**src/rtl/button_event_decoder_pkg.sv**
```systemverilog
// ============================================================================
// Module      : button_event_pkg
// Description : Shared types and sizing helpers for the button event decoder.
// Revision    : 1.0 - initial release
// ============================================================================
`default_nettype none

package button_event_pkg;

  typedef enum logic [1:0] {
    ST_IDLE = 2'd0,
    ST_HELD = 2'd1,
    ST_LONG = 2'd2
  } btn_state_e;

  localparam int CLICK_W = 8;

  // Hold counter must reach the larger of the two tick thresholds.
  function automatic int hold_cnt_width(input int long_ticks, input int repeat_ticks);
    int m;
    m = (long_ticks > repeat_ticks) ? long_ticks : repeat_ticks;
    return (m < 1) ? 1 : $clog2(m + 1);
  endfunction

endpackage

`default_nettype wire

```
**src/rtl/button_event_decoder_if.sv**
```systemverilog
// ============================================================================
// Module      : button_event_decoder_if
// Description : Button level input and decoded event outputs.
// Revision    : 1.0 - initial release
// ============================================================================
`default_nettype none

interface button_event_decoder_if;
  import button_event_pkg::*;

  logic               btn_level;
  logic               held;
  logic               press_pulse;
  logic               release_pulse;
  logic               click_pulse;
  logic               long_pulse;
  logic               repeat_pulse;
  logic [CLICK_W-1:0] click_count;

  modport master (
    output btn_level,
    input  held, press_pulse, release_pulse, click_pulse, long_pulse,
    input  repeat_pulse, click_count
  );

  modport slave (
    input  btn_level,
    output held, press_pulse, release_pulse, click_pulse, long_pulse,
    output repeat_pulse, click_count
  );

endinterface

`default_nettype wire

```
**src/rtl/button_event_decoder_tick_gen.sv**
```systemverilog
// ============================================================================
// Module      : button_tick_gen
// Description : Free-running TICK_DIV prescaler with synchronous clear.
// Revision    : 1.0 - initial release
// ============================================================================
`default_nettype none

module button_tick_gen #(
  parameter int TICK_DIV = 25000
) (
  input  wire logic clk,
  input  wire logic rst_n,
  input  wire logic i_clear,
  output logic      o_tick
);

  localparam int              CW     = (TICK_DIV > 1) ? $clog2(TICK_DIV) : 1;
  localparam logic [CW-1:0]   C_LAST = CW'(TICK_DIV - 1);

  logic [CW-1:0] r_cnt;

  always_ff @(posedge clk or negedge rst_n) begin
    if (!rst_n) begin
      r_cnt <= '0;
    end else if (i_clear || (r_cnt == C_LAST)) begin
      r_cnt <= '0;
    end else begin
      r_cnt <= r_cnt + 1'b1;
    end
  end

  assign o_tick = (r_cnt == C_LAST);

endmodule

`default_nettype wire

```
**src/rtl/button_event_decoder.sv**
```systemverilog
// ============================================================================
// Module      : button_event_decoder
// Description : Turns a debounced button level into press/release/click/long
//               (and, with BTN_AUTOREPEAT_EN defined, auto-repeat) pulses.
// Revision    : 1.0 - initial release
// ============================================================================
`default_nettype none

module button_event_decoder
  import button_event_pkg::*;
#(
  parameter int TICK_DIV     = 25000,
  parameter int LONG_TICKS   = 1000,
  parameter int REPEAT_TICKS = 200,
  parameter bit ACTIVE_LOW   = 1'b0
) (
  input wire logic             clk,
  input wire logic             rst_n,
  button_event_decoder_if.slave bus
);

  localparam int             HCW         = hold_cnt_width(LONG_TICKS, REPEAT_TICKS);
  localparam logic [HCW-1:0] C_LONG_LAST = HCW'(LONG_TICKS - 1);
  localparam logic [HCW-1:0] C_HOLD_MAX  = {HCW{1'b1}};
`ifdef BTN_AUTOREPEAT_EN
  localparam logic [HCW-1:0] C_REP_LAST  = HCW'(REPEAT_TICKS - 1);
`endif

  btn_state_e         r_state;
  btn_state_e         w_state_nxt;
  logic               r_prev;
  logic [HCW-1:0]     r_hold_cnt;
  logic               r_held;
  logic               r_press;
  logic               r_release;
  logic               r_click;
  logic               r_long;
  logic               r_repeat;
  logic [CLICK_W-1:0] r_click_count;

  logic               w_lvl;
  logic               w_rise;
  logic               w_fall;
  logic               w_tick;
  logic [HCW-1:0]     w_hold_nxt;
  logic               w_press_nxt;
  logic               w_release_nxt;
  logic               w_click_nxt;
  logic               w_long_nxt;
  logic               w_repeat_nxt;
  logic [CLICK_W-1:0] w_count_nxt;

  assign w_lvl  = bus.btn_level ^ ACTIVE_LOW;
  assign w_rise = w_lvl & ~r_prev;
  assign w_fall = ~w_lvl & r_prev;

  // Prescaler restarts on press so hold time is measured from the press edge.
  button_tick_gen #(
    .TICK_DIV (TICK_DIV)
  ) u_tick_gen (
    .clk     (clk),
    .rst_n   (rst_n),
    .i_clear (w_rise),
    .o_tick  (w_tick)
  );

  always_ff @(posedge clk or negedge rst_n) begin
    if (!rst_n) begin
      r_state <= ST_IDLE;
    end else begin
      r_state <= w_state_nxt;
    end
  end

  always_comb begin
    w_state_nxt = r_state;
    case (r_state)
      ST_IDLE: if (w_rise) w_state_nxt = ST_HELD;
      ST_HELD: begin
        if (w_fall) begin
          w_state_nxt = ST_IDLE;
        end else if (w_tick && (r_hold_cnt == C_LONG_LAST)) begin
          w_state_nxt = ST_LONG;
        end
      end
      ST_LONG: if (w_fall) w_state_nxt = ST_IDLE;
      default: w_state_nxt = ST_IDLE;
    endcase
  end

  // Fall is tested first in every state so a release always beats a threshold.
  always_comb begin
    w_hold_nxt    = r_hold_cnt;
    w_press_nxt   = 1'b0;
    w_release_nxt = 1'b0;
    w_click_nxt   = 1'b0;
    w_long_nxt    = 1'b0;
    w_repeat_nxt  = 1'b0;
    w_count_nxt   = r_click_count;
    case (r_state)
      ST_IDLE: begin
        if (w_rise) begin
          w_press_nxt = 1'b1;
          w_hold_nxt  = '0;
        end
      end
      ST_HELD: begin
        if (w_fall) begin
          w_release_nxt = 1'b1;
          w_click_nxt   = 1'b1;
          w_count_nxt   = r_click_count + 1'b1;
        end else if (w_tick) begin
          if (r_hold_cnt == C_LONG_LAST) begin
            w_long_nxt = 1'b1;
            w_hold_nxt = '0;
          end else if (r_hold_cnt != C_HOLD_MAX) begin
            w_hold_nxt = r_hold_cnt + 1'b1;
          end
        end
      end
      ST_LONG: begin
        if (w_fall) begin
          w_release_nxt = 1'b1;
`ifdef BTN_AUTOREPEAT_EN
        end else if (w_tick) begin
          if (r_hold_cnt == C_REP_LAST) begin
            w_repeat_nxt = 1'b1;
            w_hold_nxt   = '0;
          end else if (r_hold_cnt != C_HOLD_MAX) begin
            w_hold_nxt = r_hold_cnt + 1'b1;
          end
`endif
        end
      end
      default: ;
    endcase
  end

  always_ff @(posedge clk or negedge rst_n) begin
    if (!rst_n) begin
      r_prev        <= 1'b0;
      r_hold_cnt    <= '0;
      r_held        <= 1'b0;
      r_press       <= 1'b0;
      r_release     <= 1'b0;
      r_click       <= 1'b0;
      r_long        <= 1'b0;
      r_repeat      <= 1'b0;
      r_click_count <= '0;
    end else begin
      r_prev        <= w_lvl;
      r_hold_cnt    <= w_hold_nxt;
      r_held        <= (w_state_nxt != ST_IDLE);
      r_press       <= w_press_nxt;
      r_release     <= w_release_nxt;
      r_click       <= w_click_nxt;
      r_long        <= w_long_nxt;
      r_repeat      <= w_repeat_nxt;
      r_click_count <= w_count_nxt;
    end
  end

  assign bus.held          = r_held;
  assign bus.press_pulse   = r_press;
  assign bus.release_pulse = r_release;
  assign bus.click_pulse   = r_click;
  assign bus.long_pulse    = r_long;
  assign bus.repeat_pulse  = r_repeat;
  assign bus.click_count   = r_click_count;

endmodule

`default_nettype wire

```
**src/flat_wrapper.sv**
```systemverilog
// flat-port wrapper written by rule: the top's interface ports become plain ports
module button_event_decoder_flat import button_event_pkg::*;
#(
  parameter int TICK_DIV     = 25000,
  parameter int LONG_TICKS   = 1000,
  parameter int REPEAT_TICKS = 200,
  parameter bit ACTIVE_LOW   = 1'b0
)
  (clk, rst_n, bus_btn_level, bus_held, bus_press_pulse, bus_release_pulse, bus_click_pulse, bus_long_pulse, bus_repeat_pulse, bus_click_count);
  button_event_decoder_if bus_i ();
  input wire logic clk;
  input wire logic rst_n;
  input wire logic [$bits(bus_i.btn_level)-1:0] bus_btn_level;
  output wire logic [$bits(bus_i.held)-1:0] bus_held;
  output wire logic [$bits(bus_i.press_pulse)-1:0] bus_press_pulse;
  output wire logic [$bits(bus_i.release_pulse)-1:0] bus_release_pulse;
  output wire logic [$bits(bus_i.click_pulse)-1:0] bus_click_pulse;
  output wire logic [$bits(bus_i.long_pulse)-1:0] bus_long_pulse;
  output wire logic [$bits(bus_i.repeat_pulse)-1:0] bus_repeat_pulse;
  output wire logic [$bits(bus_i.click_count)-1:0] bus_click_count;
  assign bus_i.btn_level = bus_btn_level;
  assign bus_held = bus_i.held;
  assign bus_press_pulse = bus_i.press_pulse;
  assign bus_release_pulse = bus_i.release_pulse;
  assign bus_click_pulse = bus_i.click_pulse;
  assign bus_long_pulse = bus_i.long_pulse;
  assign bus_repeat_pulse = bus_i.repeat_pulse;
  assign bus_click_count = bus_i.click_count;
  button_event_decoder #(.TICK_DIV(TICK_DIV), .LONG_TICKS(LONG_TICKS), .REPEAT_TICKS(REPEAT_TICKS), .ACTIVE_LOW(ACTIVE_LOW)) u_core (.clk(clk), .rst_n(rst_n), .bus(bus_i));
endmodule
```
**config.mk**
```make
export PLATFORM = sky130hd
export DESIGN_NAME = button_event_decoder_flat
export DESIGN_NICKNAME = d
export VERILOG_FILES = /design/src/rtl/button_event_decoder_pkg.sv /design/src/rtl/button_event_decoder_if.sv /design/src/rtl/button_event_decoder_tick_gen.sv /design/src/rtl/button_event_decoder.sv /design/src/flat_wrapper.sv
export SDC_FILE = /design/constraint.sdc
export NUM_CORES = 1
export LEC_CHECK = 0
export ABC_AREA = 0
export CORE_UTILIZATION = 50
export CTS_CLUSTER_DIAMETER = 30
export DETAILED_ROUTE_END_ITERATION = 16
export PLACE_DENSITY = 0.78
export SETUP_SLACK_MARGIN = 0.4
export SYNTH_ARGS = -nofsm -noshare
export SYNTH_HDL_FRONTEND = slang
export SYNTH_SLANG_ARGS = --single-unit
```
**constraint.sdc**
```tcl
create_clock -name clk -period 3.9 [get_ports clk]
set_input_delay 0.585 -clock clk [delete_from_list [all_inputs] [get_ports clk]]
set_output_delay 0.585 -clock clk [all_outputs]
set_load 0.01 [all_outputs]
```
==> results of run 1 <==
## logic make-up after synthesis
| group | synth area share [%] |
|---|---|
| DFF | 51.0 |
| and+or+nand+nor | 23.1 |
| AOI/OAI and AO/OA | 9.58 |
| muxes | 0.560 |
| adders and majority gates | 4.35 |
| other | 0.186 |
| buffers and inverters | 2.55 |
| xor gates and xnor gates | 8.71 |
## worst max-delay path by stage
| stage | startpoint | end | depth (start not counted) |
|---|---|---|---|
| 2_1_floorplan | u_core.u_tick_gen.r_cnt[6] | u_core.r_hold_cnt[3] | 7 |
| 3_3_place_gp | u_core.u_tick_gen.r_cnt[6] | u_core.r_hold_cnt[2] | 5 |
| 3_5_place_dp | u_core.u_tick_gen.r_cnt[6] | u_core.r_hold_cnt[2] | 5 |
| 4_1_cts | u_core.u_tick_gen.r_cnt[6] | u_core.r_hold_cnt[2] | 5 |
| 5_1_grt | u_core.u_tick_gen.r_cnt[6] | u_core.r_hold_cnt[2] | 5 |
| 6_report | u_core.u_tick_gen.r_cnt[6] | u_core.r_hold_cnt[2] | 5 |
## state kept, by name (all words and copies together), names as in the netlist
register                  count
u_core.bus.held               1
u_core.bus.click_pulse        1
u_core.bus.press_pulse        1
u_core.bus.click_count        8
u_core.u_tick_gen.r_cnt      15
u_core.bus.release_pulse      1
u_core.r_state                2
u_core.r_prev                 1
u_core.bus.long_pulse         1
u_core.r_hold_cnt            10
## cell usage in the layout, fill, tap and decap left out, types with 3 or more instances in the layout
cell type,count
dfrtp_1,41
nand3_1,27
nor2_1,23
clkdlybuf4s50_1,14
nand2_1,12
xnor2_1,11
xor2_1,9
o211ai_1,9
o21ai_0,7
ha_1,7
inv_1,6
clkbuf_8,5
nor4_1,4
and3_1,4
or4_1,3
nor2b_1,3
nor3_1,3
a31oi_1,3
## final cells by class
type                    instances  area (um^2)  area share, %
inverters                       6         22.5          0.979
clock inverters                 2         38.8           1.69
well taps                      48         60.1           2.61
repair buffers                 15          145           6.31
clock buffers                   6         72.6           3.16
flip-flops and latches         41         1030           44.6
multi-input cells             149          935           40.6
## power by group through the flow
stage | Combinational (uW) | Clock (uW) | Sequential [uW]
3_3_place_gp | 262 | 0 | 568
4_1_cts | 274 | 339 | 563
6_report | 270 | 331 | 563
2_1_floorplan | 159 | 0 | 570
3_5_place_dp | 273 | 0 | 568
5_1_grt | 305 | 362 | 577
## metrics by stage
| step | total power, uW | instance area [um^2] | std cells |
|---|---|---|---|
| after floorplan | 728 | 2010 | 202 |
| after global placement | 830 | 2190 | 259 |
| after detailed placement | 841 | 2190 | 259 |
| after CTS | 1180 | 2300 | 267 |
| after global routing | 1240 | 2300 | 267 |
| final | 1160 | 2300 | 267 |
## routing by layer
layer  global-route usage (%)  wire length (um)
met1                     28.6              1820
met2                     30.2              1600
met3                     5.56               146
met4                     5.71                29
met5                        0                 0
==> impl_metrics.py, run 1 <==
metrics = {
    "sta": {
        "setup_violations": 0,
        "worst_pin_slew_ps": 873,
        "skew_ps": 10.6,
        "relSlewSlack_pct": 41.8,
        "post-route-period-util_pct": 73.9,
        "holdWs_ps": 414,
        "rsz0062_at_grt": "false",
        "setup_ws_ps": 1020,
        "tns_ps": 0,
        "fmax_mhz": 347,
        "fin_crit_ps": 2880,
        "slew_viol_final": 0,
        "hold_viol_final": 0,
    },
    "clock_tree": {
        "clk_latency_ps": 290,
        "cts_hold_buf": 0,
        "htreeDepth": 2,
        "cts.sinks": 41,
        "post_cts_buffers": 0,
        "tritoncts": "done",
        "ctsLongestPathBuffers": 2,
        "cts_resized": 0,
        "cts_root_buffer": "clkbuf_8",
        "clk_pin_slew_ps": 80,
        "numCtsBuffers": 5,
    },
    "global_routing": {
        "grtUsageTotal_pct": 20.1,
        "grt_pass1_wl_um": 6390,
        "overflow": 0,
        "grt_max_degree": 42,
        "grt_pass1_vias": 1397,
        "antenna_found_initial": 0,
    },
    "routing": {
        "drtIter0Drc": 61,
        "antenna_left": 0,
        "route.detailed.drc": 0,
        "first_pass_iters": 4,
        "wl_um": 3600,
        "vias": 1489,
        "wire_per_inst_um": 13.5,
        "vias_per_cell": 5.58,
    },
    "place": {
        "place_congestion": 0.865,
        "io_buffer_count": 15,
        "place_ws_ps": 1050,
        "place.detailed.hpwl_um": 2550,
    },
    "synthesis": {
        "synth_edf_count": 0,
        "yosysWarnings": 0,
        "synth-seq-area-share_pct": 51.0,
        "synth_most_common_cell": "dfrtp_1",
        "synthTopCellsByArea": "dfrtp_1, nand3_1, xnor2_1",
        "postSynthCellCount": 202,
        "ys_seq_elements": 41,
        "post_synth_num_cell_types": 38,
        "synth_top_area_cell": "dfrtp_1",
        "async_flop_share_pct": 100,
        "synth.cell_area_mm2": 0.00201,
        "syn_nets": 212,
        "avgSynthCellArea_um2": 9.96,
        "synth_top_cells_by_count": "dfrtp_1, nand3_1, nor2_1",
        "synth_top_area_share_pct": 51.0,
        "ys.flop_type": "dfrtp_1",
    },
    "floorplanning": {
        "fp.dieW_um": 65.4,
        "core_mm2": 0.00377,
        "num_io_pins": 17,
        "fp.dieH_um": 65.4,
        "start_util_pct": 53.4,
        "num_rows": 22,
        "die_area_mm2": 0.00428,
    },
    "worst_setup_path": {
        "cpPeakStageDelay_ps": 770,
        "ff2ff_path_depth": 5,
        "crit_fanout": 16,
        "path_cells": "or4_1, or4_4, or4_1, or3b_1, nand3_1",
        "cp.arrival_ps": 3100,
        "cp_data_required_time_ps": 4120,
        "timing.rr.start": "u_core.u_tick_gen.r_cnt[6]",
        "r2r_setup_slack_ps": 1020,
        "cp_common_cell": "or4_1",
        "path_class": "reg2reg",
        "cp-start-kind": "flip-flop",
        "crit_buf_inv": 0,
        "crit_path_end_kind": "flip-flop",
        "r2r-end": "u_core.r_hold_cnt[2]",
        "crit_family": "simple AND/OR/NAND/NOR gates",
        "slowest_stage": "or4_1",
    },
    "final_layout": {
        "drive_gt1_share_pct": 5.02,
        "antenna_cells": 0,
        "fin_util_pct": 61.0,
        "areaGrowthSynthToFinish_pct": 14.3,
        "nFillCells": 320,
        "fin_nets": 228,
    },
    "power_and_ir_drop": {
        "cellLeakagePower_uw": 0.000991,
        "p_switching_uw": 346,
        "p_seq_share_pct": 48.4,
        "p_int_uw": 819,
        "ir_drop_mv": 0.371,
        "clockPowerShare_pct": 28.5,
        "sw_frac_of_total_pct": 29.7,
        "combPwrFrac_pct": 23.2,
        "power.density_mw_per_mm2": 506,
    },
    "run_status": {
        "status": "finished clean",
    },
    "worst_hold_path": {
        "min_path_type": "in2async",
    },
    "job": {
        "max-cap-violations": 0,
    },
}
Power figures use the tool's default switching activity.
==> run 2: changes to the inputs <==
clock period = 2.7 ns   (was 3.9 ns; I/O delays follow)
==> impl_metrics.py, run 2 (synthesis gave the netlist of run 1 again) <==
metrics = {
    "run_status": {
        "status": "finished clean",
    },
    "place": {
        "place.detailed.hpwl_um": 2530,
        "placedCellCount": 260,
        "place_congestion": 0.843,
        "io_buffer_count": 15,
    },
    "clock_tree": {
        "cts_root_buffer": "clkbuf_8",
        "ctsLongestPathBuffers": 2,
        "htreeDepth": 2,
        "cts.sinks": 41,
        "clk_pin_slew_ps": 80,
        "clk_latency_ps": 290,
        "tritoncts": "done",
        "numCtsBuffers": 5,
    },
    "routing": {
        "wl_um": 3910,
        "vias_per_cell": 5.76,
        "routed-wl-met2_um": 1780,
        "drtIter0Drc": 102,
        "wl_met3_um": 178,
        "wire_per_inst_um": 14.3,
        "route.detailed.drc": 0,
        "first_pass_iters": 4,
        "wl_met1_um": 1870,
        "highest_layer": "met4",
        "antenna_left": 0,
        "vias": 1573,
    },
    "final_layout": {
        "antenna_cells": 0,
        "final_common_cell": "dfrtp_1",
        "top_register": "u_core.u_tick_gen.r_cnt",
        "final_cell_mix": "dfrtp_1, nand3_1, nor2_1",
        "drive_gt1_share_pct": 9.33,
        "layoutNonFillerInstCount": 273,
        "fin_util_pct": 62.9,
        "largest_register_ffs": 15,
        "fin_nets": 234,
        "areaGrowthSynthToFinish_pct": 17.9,
    },
    "worst_hold_path": {
        "min_path_type": "in2async",
    },
    "floorplanning": {
        "fp.dieH_um": 65.4,
        "core_mm2": 0.00377,
        "fp.dieW_um": 65.4,
        "start_util_pct": 53.4,
        "num_rows": 22,
        "num_io_pins": 17,
        "die_area_mm2": 0.00428,
    },
    "sta": {
        "fin_crit_ps": 2360,
        "setup_violations": 0,
        "relSlewSlack_pct": 40.4,
        "slew_viol_final": 0,
        "tns_ps": 0,
        "hold_viol_final": 0,
        "rsz0062_at_grt": "true",
        "skew_ps": 7.98,
        "worst_pin_slew_ps": 893,
        "post-route-period-util_pct": 87.3,
        "fmax_mhz": 424,
    },
    "power_and_ir_drop": {
        "sw_frac_of_total_pct": 29.7,
        "cellLeakagePower_uw": 0.00103,
        "p_int_uw": 1210,
        "power.density_mw_per_mm2": 727,
        "ir_drop_mv": 0.431,
        "power_uw": 1720,
        "clockPowerShare_pct": 29.1,
        "p_switching_uw": 513,
        "combPwrFrac_pct": 23.5,
        "p_seq_share_pct": 47.4,
    },
    "global_routing": {
        "grt_pass1_vias": 1506,
        "antenna_found_initial": 0,
        "grt_pass1_wl_um": 6880,
        "grtUsageTotal_pct": 21.4,
        "overflow": 0,
        "grt_max_degree": 42,
    },
    "worst_setup_path": {
        "r2r-end": "u_core.r_hold_cnt[2]",
        "r2r_setup_slack_ps": 340,
        "crit_path_end_kind": "flip-flop",
        "cp_data_required_time_ps": 2930,
        "path_class": "reg2reg",
        "ff2ff_path_depth": 5,
        "cp.arrival_ps": 2590,
        "cp-start-kind": "flip-flop",
        "timing.rr.start": "u_core.u_tick_gen.r_cnt[9]",
        "crit_fanout": 8,
    },
    "job": {
        "max-cap-violations": 0,
    },
}
-- run 2: how the worst max path moves through the flow --
stage                          startpoint  slack (ps)                   end
6_report       u_core.u_tick_gen.r_cnt[9]         340  u_core.r_hold_cnt[2]
5_1_grt        u_core.u_tick_gen.r_cnt[9]         300  u_core.r_hold_cnt[2]
4_1_cts        u_core.u_tick_gen.r_cnt[9]         340  u_core.r_hold_cnt[2]
3_5_place_dp                bus_btn_level         250  u_core.r_hold_cnt[2]
3_3_place_gp   u_core.u_tick_gen.r_cnt[4]         300  u_core.r_hold_cnt[2]
2_1_floorplan  u_core.u_tick_gen.r_cnt[4]         340  u_core.r_hold_cnt[2]
-- run 2: timing repair --
item / in CTS / in global routing
gates resized for setup: 2 / 5
buffers inserted: 4 / 0
cloned: 1 / 0
hold buffers: 0 / 0
setup endpoints to repair: 9 / 12
pin swaps: 1 / 0
-- run 2: area by class of cell --
class                   instances  area [um^2]
clock inverters                 1         30.0
repair buffers                 20          183
inverters                       6         22.5
fillers                       320         1400
flip-flops and latches         41         1030
clock buffers                   7         86.3
well taps                      48         60.1
multi-input cells             150          965
-- run 2: worst max-delay path, stage by stage, from the launching register on --
cell and delay (ps):
dfrtp_1 400, or4_1 490, or4_4 460, or4_4 490, or3b_1 360, nand3_1 80
-- run 2: per-layer routing --
metal  vias to the layer above  global-route usage [%]
li1                        758                       -
met1                       757                    28.8
met2                        49                    32.6
met3                         9                    5.90
met4                         0                    8.42
met5                         -                       0
-- run 2: power by group through the flow --
stage               Combinational, uW  Sequential, uW  Clock [uW]
floorplan                         230             823           0
global placement                  383             820           0
detailed placement                394             824           0
CTS                               405             814         515
global route                      455             830         538
finish                            406             817         502
-- run 2: per-stage QoR --
stage	hold slack, ps	cell area [um^2]	setup WS [ps]
2_1_floorplan	109	2030	338
3_3_place_gp	460	2200	298
3_5_place_dp	462	2200	245
4_1_cts	269	2360	342
5_1_grt	301	2370	301
6_report	230	2370	344
==> run 3: changes to the inputs <==
--- a/config.mk
+++ b/config.mk
@@ -7,8 +7,8 @@
 export LEC_CHECK = 0
 export ABC_AREA = 0
-export CORE_UTILIZATION = 50
+export CORE_UTILIZATION = 39
 export CTS_CLUSTER_DIAMETER = 30
 export DETAILED_ROUTE_END_ITERATION = 16
-export PLACE_DENSITY = 0.78
+export PLACE_DENSITY = 0.65
 export SETUP_SLACK_MARGIN = 0.4
 export SYNTH_ARGS = -nofsm -noshare
==> constraint.sdc (replaced) <==
create_clock -name clk -period 2.7 [get_ports clk]
set_input_delay 0.405 -clock clk [delete_from_list [all_inputs] [get_ports clk]]
set_output_delay 0.405 -clock clk [all_outputs]
set_load 0.1 [all_outputs]
==> impl_metrics.py, run 3 (synthesis gave the netlist of run 1 again) <==
metrics = {
    "place": {
        "place_ws_ps": 257,
        "io_buffer_count": 15,
        "place_congestion": 0.801,
        "place.detailed.hpwl_um": 2550,
    },
    "sta": {
        "tns_ps": 0,
        "rsz0062_at_grt": "true",
        "relSlewSlack_pct": 39.2,
        "fin_crit_ps": 2370,
        "setup_ws_ps": 331,
        "slew_viol_final": 0,
        "worst_pin_slew_ps": 911,
        "post-route-period-util_pct": 87.8,
        "fmax_mhz": 422,
        "hold_viol_final": 0,
        "setup_violations": 0,
        "skew_ps": 5.53,
    },
    "floorplanning": {
        "num_rows": 25,
        "core_mm2": 0.00485,
        "num_io_pins": 17,
        "start_util_pct": 41.5,
        "fp.dieH_um": 73.8,
        "fp.dieW_um": 73.8,
        "die_area_mm2": 0.00545,
    },
    "final_layout": {
        "antenna_cells": 0,
        "largest_register_ffs": 15,
        "drive_gt1_share_pct": 17.5,
        "top_register": "u_core.u_tick_gen.r_cnt",
        "final_common_cell": "dfrtp_1",
        "areaGrowthSynthToFinish_pct": 19.5,
        "final_cell_mix": "dfrtp_1, nand3_1, nor2_1",
        "fin_nets": 238,
    },
    "job": {
        "max-cap-violations": 0,
    },
    "worst_setup_path": {
        "crit_buf_inv": 0,
        "slowest_stage": "or4_1",
        "cp.arrival_ps": 2610,
        "cp_data_required_time_ps": 2940,
        "crit_path_end_kind": "flip-flop",
        "cpPeakStageDelay_ps": 510,
        "cp-start-kind": "flip-flop",
        "cp_common_cell": "or4_4",
        "path_cells": "or4_1, or4_4, or4_4, or3b_1, nand3_1",
        "crit_family": "simple AND/OR/NAND/NOR gates",
        "path_class": "reg2reg",
        "crit_fanout": 8,
    },
    "global_routing": {
        "grt_pass1_wl_um": 6490,
        "grt_max_degree": 42,
        "use_met3_pct": 4.12,
        "grtUsageTotal_pct": 15.9,
        "top_usage_layer": "met2",
        "grt_use_met1_pct": 21.0,
        "overflow": 0,
        "grtUsageMet2_pct": 24.2,
        "grt_pass1_vias": 1411,
        "antenna_found_initial": 0,
    },
    "clock_tree": {
        "cts.sinks": 41,
        "ctsLongestPathBuffers": 2,
        "clk_latency_ps": 300,
        "cts_root_buffer": "clkbuf_8",
        "htreeDepth": 2,
        "clk_pin_slew_ps": 80,
        "cts_hold_buf": 0,
        "tritoncts": "done",
        "numCtsBuffers": 5,
    },
    "routing": {
        "first_pass_iters": 4,
        "wire_per_inst_um": 13.5,
        "vias": 1545,
        "drtIter0Drc": 93,
        "route.detailed.drc": 0,
        "antenna_left": 0,
        "wl_um": 3970,
        "vias_per_cell": 5.24,
    },
    "power_and_ir_drop": {
        "sw_frac_of_total_pct": 41.5,
        "power.density_mw_per_mm2": 827,
        "p_switching_uw": 824,
        "cellLeakagePower_uw": 0.00107,
        "ir_drop_mv": 0.729,
        "clockPowerShare_pct": 24.2,
        "p_int_uw": 1160,
        "p_seq_share_pct": 40.8,
        "combPwrFrac_pct": 35.0,
    },
    "worst_hold_path": {
        "min_path_type": "in2async",
    },
    "run_status": {
        "status": "finished clean",
    },
}
run 3: changes by cell type in the layout (fill, tap and decap cells not counted), sizes merged:
cell / before / now
clkbuf: 7 / 5
clkinv: 0 / 1
buf: 6 / 23
clkdlybuf4s50: 14 / 1
run 3: final cells by class:
class / instances / area [um^2]
Multi-Input combinational cell: 150 / 983
Clock inverter: 2 / 35.0
Clock buffer: 5 / 68.8
Fill cell: 439 / 2440
Inverter: 6 / 22.5
Tap cell: 67 / 83.8
Timing Repair Buffer: 24 / 184
Sequential cell: 41 / 1030
run 3: path summary, 6_finish.rpt:
kind	endpoint	cells after the start	slack, ps	from
min	u_core.u_tick_gen.r_cnt[14]	1	240	rst_n
min in group clk	u_core.bus.click_count[7]	1	470	u_core.bus.click_count[7]
max reg2reg	u_core.r_hold_cnt[2]	5	330	u_core.u_tick_gen.r_cnt[4]
max	u_core.r_hold_cnt[2]	5	330	u_core.u_tick_gen.r_cnt[4]
min reg2reg	u_core.bus.click_count[7]	1	470	u_core.bus.click_count[7]
max in group asynchronous	u_core.bus.click_count[6]	1	1900	rst_n
run 3: repair_timing:
action                                  4_1_cts  5_1_grt
endpoints found under the setup margin        8       11
cloned                                        1        0
buffers inserted                              5        2
resized for setup                             1        8
pin swaps                                     0        2
run 3: worst reg2reg max path: cells and delay by family, from the launching register on:
kind | cells | cell delay (ps)
simple gates | 5 | 1930
flops | 1 | 380
run 3: layer usage:
metal / vias up / share of wire (%)
met5: - / 0
met3: 7 / 3.6
met2: 26 / 47
met4: 0 / 1.8
met1: 745 / 48
li1: 767 / -
run 3: power by group through the flow:
stage | clock (uW) | sequential [uW] | combinational [uW]
global placement | 0 | 820 | 672
floorplan | 0 | 1110 | 236
global route | 520 | 828 | 739
finish | 481 | 811 | 695
detailed placement | 0 | 821 | 681
CTS | 499 | 810 | 687
run 3: stage by stage:
stage                     utilization, %  instance area [um^2]  instances  total power [uW]  hold slack, ps
after floorplan                        -                  2030        202              1350             109
after global placement              45.3                  2200        280              1490             463
after detailed placement            45.3                  2200        280              1500             474
after CTS                           48.5                  2350        293              2000             262
after global routing                49.6                  2400        295              2090             320
final                               49.6                  2400        295              1990             238
